===== src/rtl/seq_detect_pkg.sv =====
`default_nettype none
// ============================================================================
//  Module      : seq_detect_pkg
//  Description : Shared types, constants and helper function for the
//                programmable Moore sequence detector.
//  Revision    : 1.0  initial release
// ============================================================================
package seq_detect_pkg;

    // Pattern loaded at reset when the default 4-bit configuration is used.
    localparam logic [3:0] C_RST_PAT_DEFAULT = 4'b1011;

    // Match mode: overlapping matches may reuse bits of a completed match.
    typedef enum logic {
        OVL_OFF = 1'b0,
        OVL_ON  = 1'b1
    } ovl_mode_t;

    // Width needed to hold the values 0..n (the matched-prefix length).
    function automatic int clog2p1(input int n);
        int w;
        w = 1;
        while ((1 << w) < (n + 1)) begin
            w = w + 1;
        end
        return w;
    endfunction

endpackage
`default_nettype wire


===== src/rtl/seq_detect_next.sv =====
`default_nettype none
// ============================================================================
//  Module      : seq_detect_next
//  Description : Combinational next-state finder. Returns the longest
//                prefix of the pattern that is also a suffix of the updated
//                history, limited to the number of valid history bits.
//  Revision    : 1.0  initial release
// ============================================================================
module seq_detect_next
    import seq_detect_pkg::*;
#(
    parameter int PAT_W = 4,
    parameter int ST_W  = clog2p1(PAT_W)
) (
    input  logic [PAT_W-1:0] i_pattern,   // bit PAT_W-1 is the first bit of the sequence
    input  logic [PAT_W-1:0] i_hist,      // updated history, newest bit in the LSB
    input  logic [ST_W-1:0]  i_fill,      // number of trustworthy history bits
    output logic [ST_W-1:0]  o_next
);

    logic w_found;
    logic w_match;

    // Search k from the longest candidate down; the first hit is the answer.
    // k = 0 always matches, which is the default.
    always_comb begin
        o_next  = '0;
        w_found = 1'b0;
        w_match = 1'b0;
        for (int k = PAT_W; k >= 1; k--) begin
            w_match = (k <= int'(i_fill));
            for (int j = 0; j < k; j++) begin
                // hist[k-1:0] lines up with pattern[PAT_W-1 -: k]
                if (i_hist[j] != i_pattern[PAT_W-k+j]) begin
                    w_match = 1'b0;
                end
            end
            if (w_match && !w_found) begin
                o_next  = ST_W'(k);
                w_found = 1'b1;
            end
        end
    end

endmodule
`default_nettype wire


===== src/rtl/seq_detect_moore.sv =====
`default_nettype none
// ============================================================================
//  Module      : seq_detect_moore
//  Description : Runtime-programmable serial pattern detector, Moore style.
//                The state is the matched-prefix length (0..PAT_W); y is
//                high while the full pattern is matched. Supports
//                overlapping and non-overlapping match modes.
//                Optional feature macro: SEQ_DETECT_HITCNT_EN enables a
//                saturating hit counter (hit_cnt is 0 otherwise).
//  Revision    : 1.0  initial release
// ============================================================================
module seq_detect_moore
    import seq_detect_pkg::*;
#(
    parameter int               PAT_W   = 4,
    parameter logic [PAT_W-1:0] RST_PAT = PAT_W'(C_RST_PAT_DEFAULT),
    parameter int               CNT_W   = 8
) (
    input  logic                        clk,
    input  logic                        reset,        // asynchronous, active low
    input  logic                        x_vld,
    input  logic                        x,
    input  logic                        ovl,
    input  logic                        cfg_load,
    input  logic [PAT_W-1:0]            cfg_pattern,
    output logic                        y,
    output logic [clog2p1(PAT_W)-1:0]   state_o,
    output logic [CNT_W-1:0]            hit_cnt
);

    localparam int              ST_W   = clog2p1(PAT_W);
    localparam logic [ST_W-1:0] C_FULL = ST_W'(PAT_W);

    // ------------------------------------------------------------------
    // Registers
    // ------------------------------------------------------------------
    logic [PAT_W-1:0] r_pattern;
    logic [PAT_W-1:0] r_hist;
    logic [ST_W-1:0]  r_fill;
    logic [ST_W-1:0]  r_state;
    logic             r_y;

    // ------------------------------------------------------------------
    // Next-sample values
    // ------------------------------------------------------------------
    logic [PAT_W-1:0] w_hist_next;
    logic [ST_W-1:0]  w_fill_next;
    logic [ST_W-1:0]  w_next_state;
    logic             w_hit;
    logic             w_state_illegal;
    logic             w_clear_fill;
    logic             w_hist_msb_unused;

    // The oldest history bit is shifted out on every sample and never compared.
    assign w_hist_msb_unused = r_hist[PAT_W-1];

    generate
        if (PAT_W == 1) begin : g_hist_w1
            assign w_hist_next = x;
        end else begin : g_hist_wn
            assign w_hist_next = {r_hist[PAT_W-2:0], x};
        end
    endgenerate

    // Fill counts valid history bits and stops at the pattern length.
    assign w_fill_next = (r_fill >= C_FULL) ? C_FULL : (r_fill + ST_W'(1));

    seq_detect_next #(
        .PAT_W (PAT_W),
        .ST_W  (ST_W)
    ) u_next (
        .i_pattern (r_pattern),
        .i_hist    (w_hist_next),
        .i_fill    (w_fill_next),
        .o_next    (w_next_state)
    );

    assign w_hit           = (w_next_state == C_FULL);
    assign w_state_illegal = (r_state > C_FULL);
    // In non-overlap mode a completed match forgets all history so the next
    // match must be built from fresh bits only.
    assign w_clear_fill    = w_hit && (ovl_mode_t'(ovl) == OVL_OFF);

    // FSM update: configuration load wins over a coincident sample, idle
    // cycles hold everything (so y persists), stray encodings recover to 0.
    always_ff @(posedge clk or negedge reset) begin
        if (!reset) begin
            r_pattern <= RST_PAT;
            r_hist    <= '0;
            r_fill    <= '0;
            r_state   <= '0;
            r_y       <= 1'b0;
        end else if (cfg_load) begin
            r_pattern <= cfg_pattern;
            r_hist    <= '0;
            r_fill    <= '0;
            r_state   <= '0;
            r_y       <= 1'b0;
        end else if (x_vld) begin
            r_hist    <= w_hist_next;
            r_fill    <= w_clear_fill ? '0 : w_fill_next;
            r_state   <= w_next_state;
            r_y       <= w_hit;
        end else if (w_state_illegal) begin
            r_state   <= '0;
            r_y       <= 1'b0;
        end
    end

    assign y       = r_y;
    assign state_o = r_state;

    // ------------------------------------------------------------------
    // Optional saturating hit counter
    // ------------------------------------------------------------------
`ifdef SEQ_DETECT_HITCNT_EN
    logic [CNT_W-1:0] r_hit_cnt;

    // Count each sample that completes the pattern; stick at all-ones.
    always_ff @(posedge clk or negedge reset) begin
        if (!reset) begin
            r_hit_cnt <= '0;
        end else if (!cfg_load && x_vld && w_hit && (r_hit_cnt != {CNT_W{1'b1}})) begin
            r_hit_cnt <= r_hit_cnt + CNT_W'(1);
        end
    end

    assign hit_cnt = r_hit_cnt;
`else
    assign hit_cnt = '0;
`endif

endmodule
`default_nettype wire


===== config.mk =====
export PLATFORM = sky130hd
export DESIGN_NAME = seq_detect_moore
export DESIGN_NICKNAME = d
export VERILOG_FILES = /design/src/rtl/seq_detect_pkg.sv /design/src/rtl/seq_detect_next.sv /design/src/rtl/seq_detect_moore.sv
export SDC_FILE = /design/constraint.sdc
export NUM_CORES = 1
export LEC_CHECK = 0
export BUFFER_PORTS_ARGS = -buffer_cell sky130_fd_sc_hd__buf_2
export CAP_MARGIN = 25
export CORE_UTILIZATION = 55
export CTS_CLUSTER_SIZE = 24
export DETAILED_ROUTE_END_ITERATION = 8
export GPL_TIMING_DRIVEN = 0
export PLACE_DENSITY = 0.82
export SYNTH_ARGS = -nofsm -noshare
export SYNTH_HDL_FRONTEND = slang
export SYNTH_SLANG_ARGS = --single-unit

===== constraint.sdc =====
create_clock -name clk -period 3.2 [get_ports clk]
set_clock_uncertainty 0.15 [all_clocks]
set_input_delay 0.32 -clock clk [delete_from_list [all_inputs] [get_ports clk]]
set_output_delay 0.32 -clock clk [all_outputs]
set_load 0.05 [all_outputs]

### Word level (Yosys, flattened, before mapping)

Index checks and enable logic that the tools add are counted.

| word-level totals | value |
|---|---|
| logic and storage cells | 62 |
| bits in latches | 0 |
| output and inout bits | 12 |
| register bits after elaboration | 14 |
| bits in writable memories | 0 |
| memories | 0 |
| ROM bits | 0 |

| cells by class | value |
|---|---|
| magnitude comparators | 6 |
| eq/ne operators | 11 |
| add/sub/neg operators | 1 |
| multipliers | 0 |
| mux-type cells | 29 |
| shift-type cells | 0 |
| reductions and logical operators | 9 |
| bitwise logic cells | 1 |
| div/mod/pow operators | 0 |

Operator list:

| operator | number |
|---|---|
| $mux 3 | 13 |
| $mux 1 | 16 |
| $ne 1x1->1 | 10 |
| $le 2x3->1 const A | 2 |
| $logic_and 1x1->1 | 4 |
| $add 3x1->3 const B | 1 |
| $eq 3x3->1 const B | 1 |
| $ge 3x3->1 const B | 1 |
| $gt 3x3->1 const B | 1 |
| $le 1x3->1 const A | 1 |
| $le 3x3->1 const A | 1 |
| $logic_not 1->1 | 3 |
| $reduce_bool 3->1 | 1 |
| $reduce_bool 2->1 | 1 |
| $not 1->1 | 1 |

### Logic depth before layout (Yosys ltp)

| depth | value |
|---|---|
| word-level depth | 22 |
| mapped depth | 6 |

### Hierarchy

A second synthesis with hierarchy kept.

| second synthesis, totals | value |
|---|---|
| cells, all modules | 90 |
| area, all modules | 905.9 sq um |

By module, submodules not included:

| module | area an instance (sq um) | cells an instance | seq. area each (sq um) | instances |
|---|---|---|---|---|
| seq_detect_moore | 723.2 | 64 | 354.1 | 1 |
| seq_detect_next | 182.7 | 26 | 0.0 | 1 |

### Least setup slack after synthesis

No wires, ideal clock.

| timing path | value |
|---|---|
| kind | reg-to-reg |
| start | reg r_fill[0] |
| end | reg r_state[0], in the netlist state_o[0] |
| setup slack | 1.469 ns |
| arrival time | 1.505 ns |
| stages on the path, launching flop included | 7 |
| setup time | 0.076 ns |
| period minus slack after synthesis | 1.731 ns |
| cell sequence | dfrtp_1 -> inv_1 -> ha_1 -> or3_4 -> a41oi_2 -> a21oi_1 -> o21ai_1 |

| between the ends | value |
|---|---|
| longest elaborated chain between the ends | 19 |

Ends and longest elaborated chain:

| what | RTL line | text |
|---|---|---|
| start, declared | seq_detect_moore.sv:39 | `logic [ST_W-1:0] r_fill;` |
| start signal, assigned | seq_detect_moore.sv:101 | `r_fill <= w_clear_fill ? '0 : w_fill_next;` |
| $add 3x1->3 or $ge 3x3->1 (tied branches) | seq_detect_moore.sv:66 | `assign w_fill_next = (r_fill >= C_FULL) ? C_FULL : (r_fill + ST_W'(1));` |
| $mux 3 (*) | seq_detect_moore.sv:66 |  |
| $le 3x3->1 | seq_detect_next.sv:31 | `w_match = (k <= int'(i_fill));` |
| $mux 1 (4 in a row) | seq_detect_next.sv:34 | `if (i_hist[j] != i_pattern[PAT_W-k+j]) begin` |
| $mux 1 | seq_detect_next.sv:38 | `if (w_match && !w_found) begin` |
| $logic_not 1->1 | seq_detect_next.sv:38 |  |
| $logic_and 1x1->1 | seq_detect_next.sv:38 |  |
| $mux 1 | seq_detect_next.sv:38 |  |
| $logic_not 1->1 | seq_detect_next.sv:38 |  |
| $logic_and 1x1->1 | seq_detect_next.sv:38 |  |
| $mux 1 | seq_detect_next.sv:38 |  |
| $logic_not 1->1 | seq_detect_next.sv:38 |  |
| $logic_and 1x1->1 | seq_detect_next.sv:38 |  |
| $mux 3 (*) | seq_detect_next.sv:38 |  |
| $mux 3 (*) | seq_detect_moore.sv:99 | `end else if (x_vld) begin` |
| $mux 3 (*) | seq_detect_moore.sv:93 | `end else if (cfg_load) begin` |
| end signal, assigned | seq_detect_moore.sv:102 | `r_state <= w_next_state;` |
| end, declared | seq_detect_moore.sv:40 | `logic [ST_W-1:0] r_state;` |

Every way passes the cells marked *; elsewhere a longest branch is shown, timed or not.
A chain may end at the register's enable or synchronous reset.

### Worst setup path after layout

Ends and elaborated chain as after synthesis.

==> impl_metrics.tcl <==
set metrics [dict create \
    wl_um 1673 \
    powerDensity_mw_per_mm2 435.9 \
    initial_core_util 0.5905 \
    yosysMostFrequentCell "dfrtp_1" \
    worstReg2RegEnd "state_o[0]$_DFFE_PN0P_" \
    post-route-util 0.6885 \
    root_buffer "clkbuf_4" \
    drtIter0Drc 4 \
    ys_seq_elements 14 \
    hp-class "in2reg" \
    area.growth.synth_to_final_pct 16.60 \
    synthCells 85 \
    antenna_cells 0 \
    ir_drop_uv 315.6 \
    finalHoldViolations 0 \
    nets 121 \
    grt-ovfl-total 0 \
    fp-row-count 14 \
    cts.sinks 14 \
    hold_start "cfg_pattern[2]" \
    core_mm2 0.001506 \
    worst_skew_pair.late_latency_ps 290 \
    final_antenna_net_count 0 \
    synth_seq_area_share 0.3980 \
    via_per_inst 5.226 \
    grt_pass1_wl_um 2794 \
    grt_max_degree 15 \
    crit_fanout 5 \
    crit_path_end_kind "flip-flop" \
    hold_end "r_pattern[2]$_DFFE_PN0P_" \
    fp.dieW_um 42.22 \
    cp_data_required_time_ps 3260 \
    pre_cts_ws_ps 1341 \
    ys_types 32 \
    grt_setup_unrepaired "no" \
    fillers 125 \
    yosysWarnings 0 \
    final_layout_size_suffix_gt1_frac 0.3704 \
    period_needed_ps 1903 \
    startpoint_type "flip-flop" \
    ys.flop_type "dfrtp_1" \
    hold_path_depth 2 \
    rr_worst_depth 6 \
    maxCapViolations 0 \
    drv_slew 0 \
    synth-edff-count 0 \
    synth_top_area_frac 0.3094 \
    rrSetupSlack_ps 1300 \
    cts_buffer_depth 2 \
    status "completed" \
    postCtsSetupBuffers 0 \
    dieArea_mm2 0.001782 \
    timing.final.ws_setup_ps 1297 \
    vias 648 \
    grt.total_usage 0.2143 \
    clk_pin_slew_worst_paths_ps 90 \
    synth_common_cells "dfrtp_1 (11), buf_4 (9), xnor2_1 (6)" \
    finalSetupTns_ps 0 \
    ctsHoldBuffers 1 \
    die_y_um 42.22 \
    htree_levels 1 \
    crit_arrival_ps 1970 \
    async_flop_share 1.000 \
    numCtsBuffers 3 \
    syn_area_um2 889.6 \
    antenna_found_initial 0 \
    wire_per_inst_um 13.49 \
    cts_tree "built" \
    grt_pass1_vias 642 \
    yosysTopAreaCell "dfrtp_1" \
    crit_type "reg2reg" \
    setup_viol 0 \
    finalPower_mw 0.4521 \
    worstSetupStartpoint "r_fill[0]$_DFFE_PN0P_" \
    drc 0 \
    syn_avg_cell_area_um2 10.47 \
    synth_area_leaders "dfrtp_1 (31%), dfstp_2 (8.9%), buf_4 (7.6%), xnor2_1 (5.9%), mux2_2 (5.1%)" \
    r2r-start "r_fill[0]$_DFFE_PN0P_" \
    ios 22 \
    hpwlAfterDp_um 1202 \
    port_buffers 11 \
    fmax_ghz 0.5254 \
    dr.pass1.iters 5 \
    cts_resized 0 \
    min_period_over_period 0.5947 \
    leakagePower_nw 0.4808 \
    gp_congestion 0.7750 \
]
power breakdown:
| group | switching (mW) | internal [mW] |
|---|---|---|
| clock network | 0.0596 | 0.0693 |
| logic | 0.0763 | 0.0491 |
| registers | 0.00736 | 0.190 |
sequential cells by signal, summed over array words and instances, names as in the netlist:
signal and count:
r_hist 3, r_pattern 4, state_o 3, r_fill 3, y 1
area by class of cell:
type                       count  area, um^2  share of cell area
buffer                        14       98.84             0.09530
multi-input combinational     62       455.4              0.4391
tap                           16       20.02             0.01930
timing repair buffer          12       65.06             0.06273
sequential                    14       354.1              0.3414
inverter                       2       7.507            0.007238
clock buffer                   4       36.28             0.03498
cell families (layout without fill, tap and decap cells):
kind of cell	count (synthesis)	in the layout	synth area share
XOR/XNOR	10	10	0.09845
AND/OR/NAND/NOR	19	19	0.1181
AO/OA/AOI/OAI	15	15	0.1378
multiplexers	8	8	0.09564
buffers and inverters	16	32	0.1195
flip-flops	14	14	0.3980
adder cells (fa/ha/maj)	2	2	0.02812
other	1	8	0.004215
critical path: stages (launching register included):
cell and delay, ps:
dfrtp_1 420, inv_1 80, ha_1 330, or3_4 420, a41oi_2 200, a21oi_1 90, o21ai_1 130
placed cells by master (no fill, tap or decap), drive strengths merged, types with 4 or more instances in the layout:
cell	count
dfrtp	11
nand2	4
conb	8
clkbuf	4
nor2	4
xnor2	6
xor2	4
buf	25
mux2	4
o21ai	6
mux2i	4
worst max-delay path by stage:
stage / depth (start not counted) / slack [ps] / to
after CTS: 6 / 1290 / state_o[0]$_DFFE_PN0P_
after detailed placement: 6 / 1340 / state_o[0]$_DFFE_PN0P_
after floorplan: 6 / 1470 / state_o[0]$_DFFE_PN0P_
after global routing: 6 / 1190 / state_o[0]$_DFFE_PN0P_
final: 6 / 1300 / state_o[0]$_DFFE_PN0P_
after global placement: 6 / 1360 / state_o[0]$_DFFE_PN0P_
layer usage:
| metal | GRT usage | part of all wire | wire length, um | vias up |
|---|---|---|---|---|
| met5 | 0 | 0 | 0 | - |
| met4 | 0.09375 | 0.020 | 34 | 0 |
| met3 | 0.06897 | 0.048 | 80 | 6 |
| met2 | 0.3754 | 0.53 | 881 | 20 |
| met1 | 0.2340 | 0.40 | 677 | 300 |
| li1 | - | - | - | 322 |
per-stage QoR:
step,hold slack [ps],cell area (um^2),instances
after floorplan,-125.6,915.9,92
after global routing,93.89,1037,124
after detailed placement,80.83,991.0,119
after CTS,102.7,1037,124
after global placement,76.80,991.0,119
final,115.6,1037,124
Note: power is estimated with default switching activity, not from simulation.
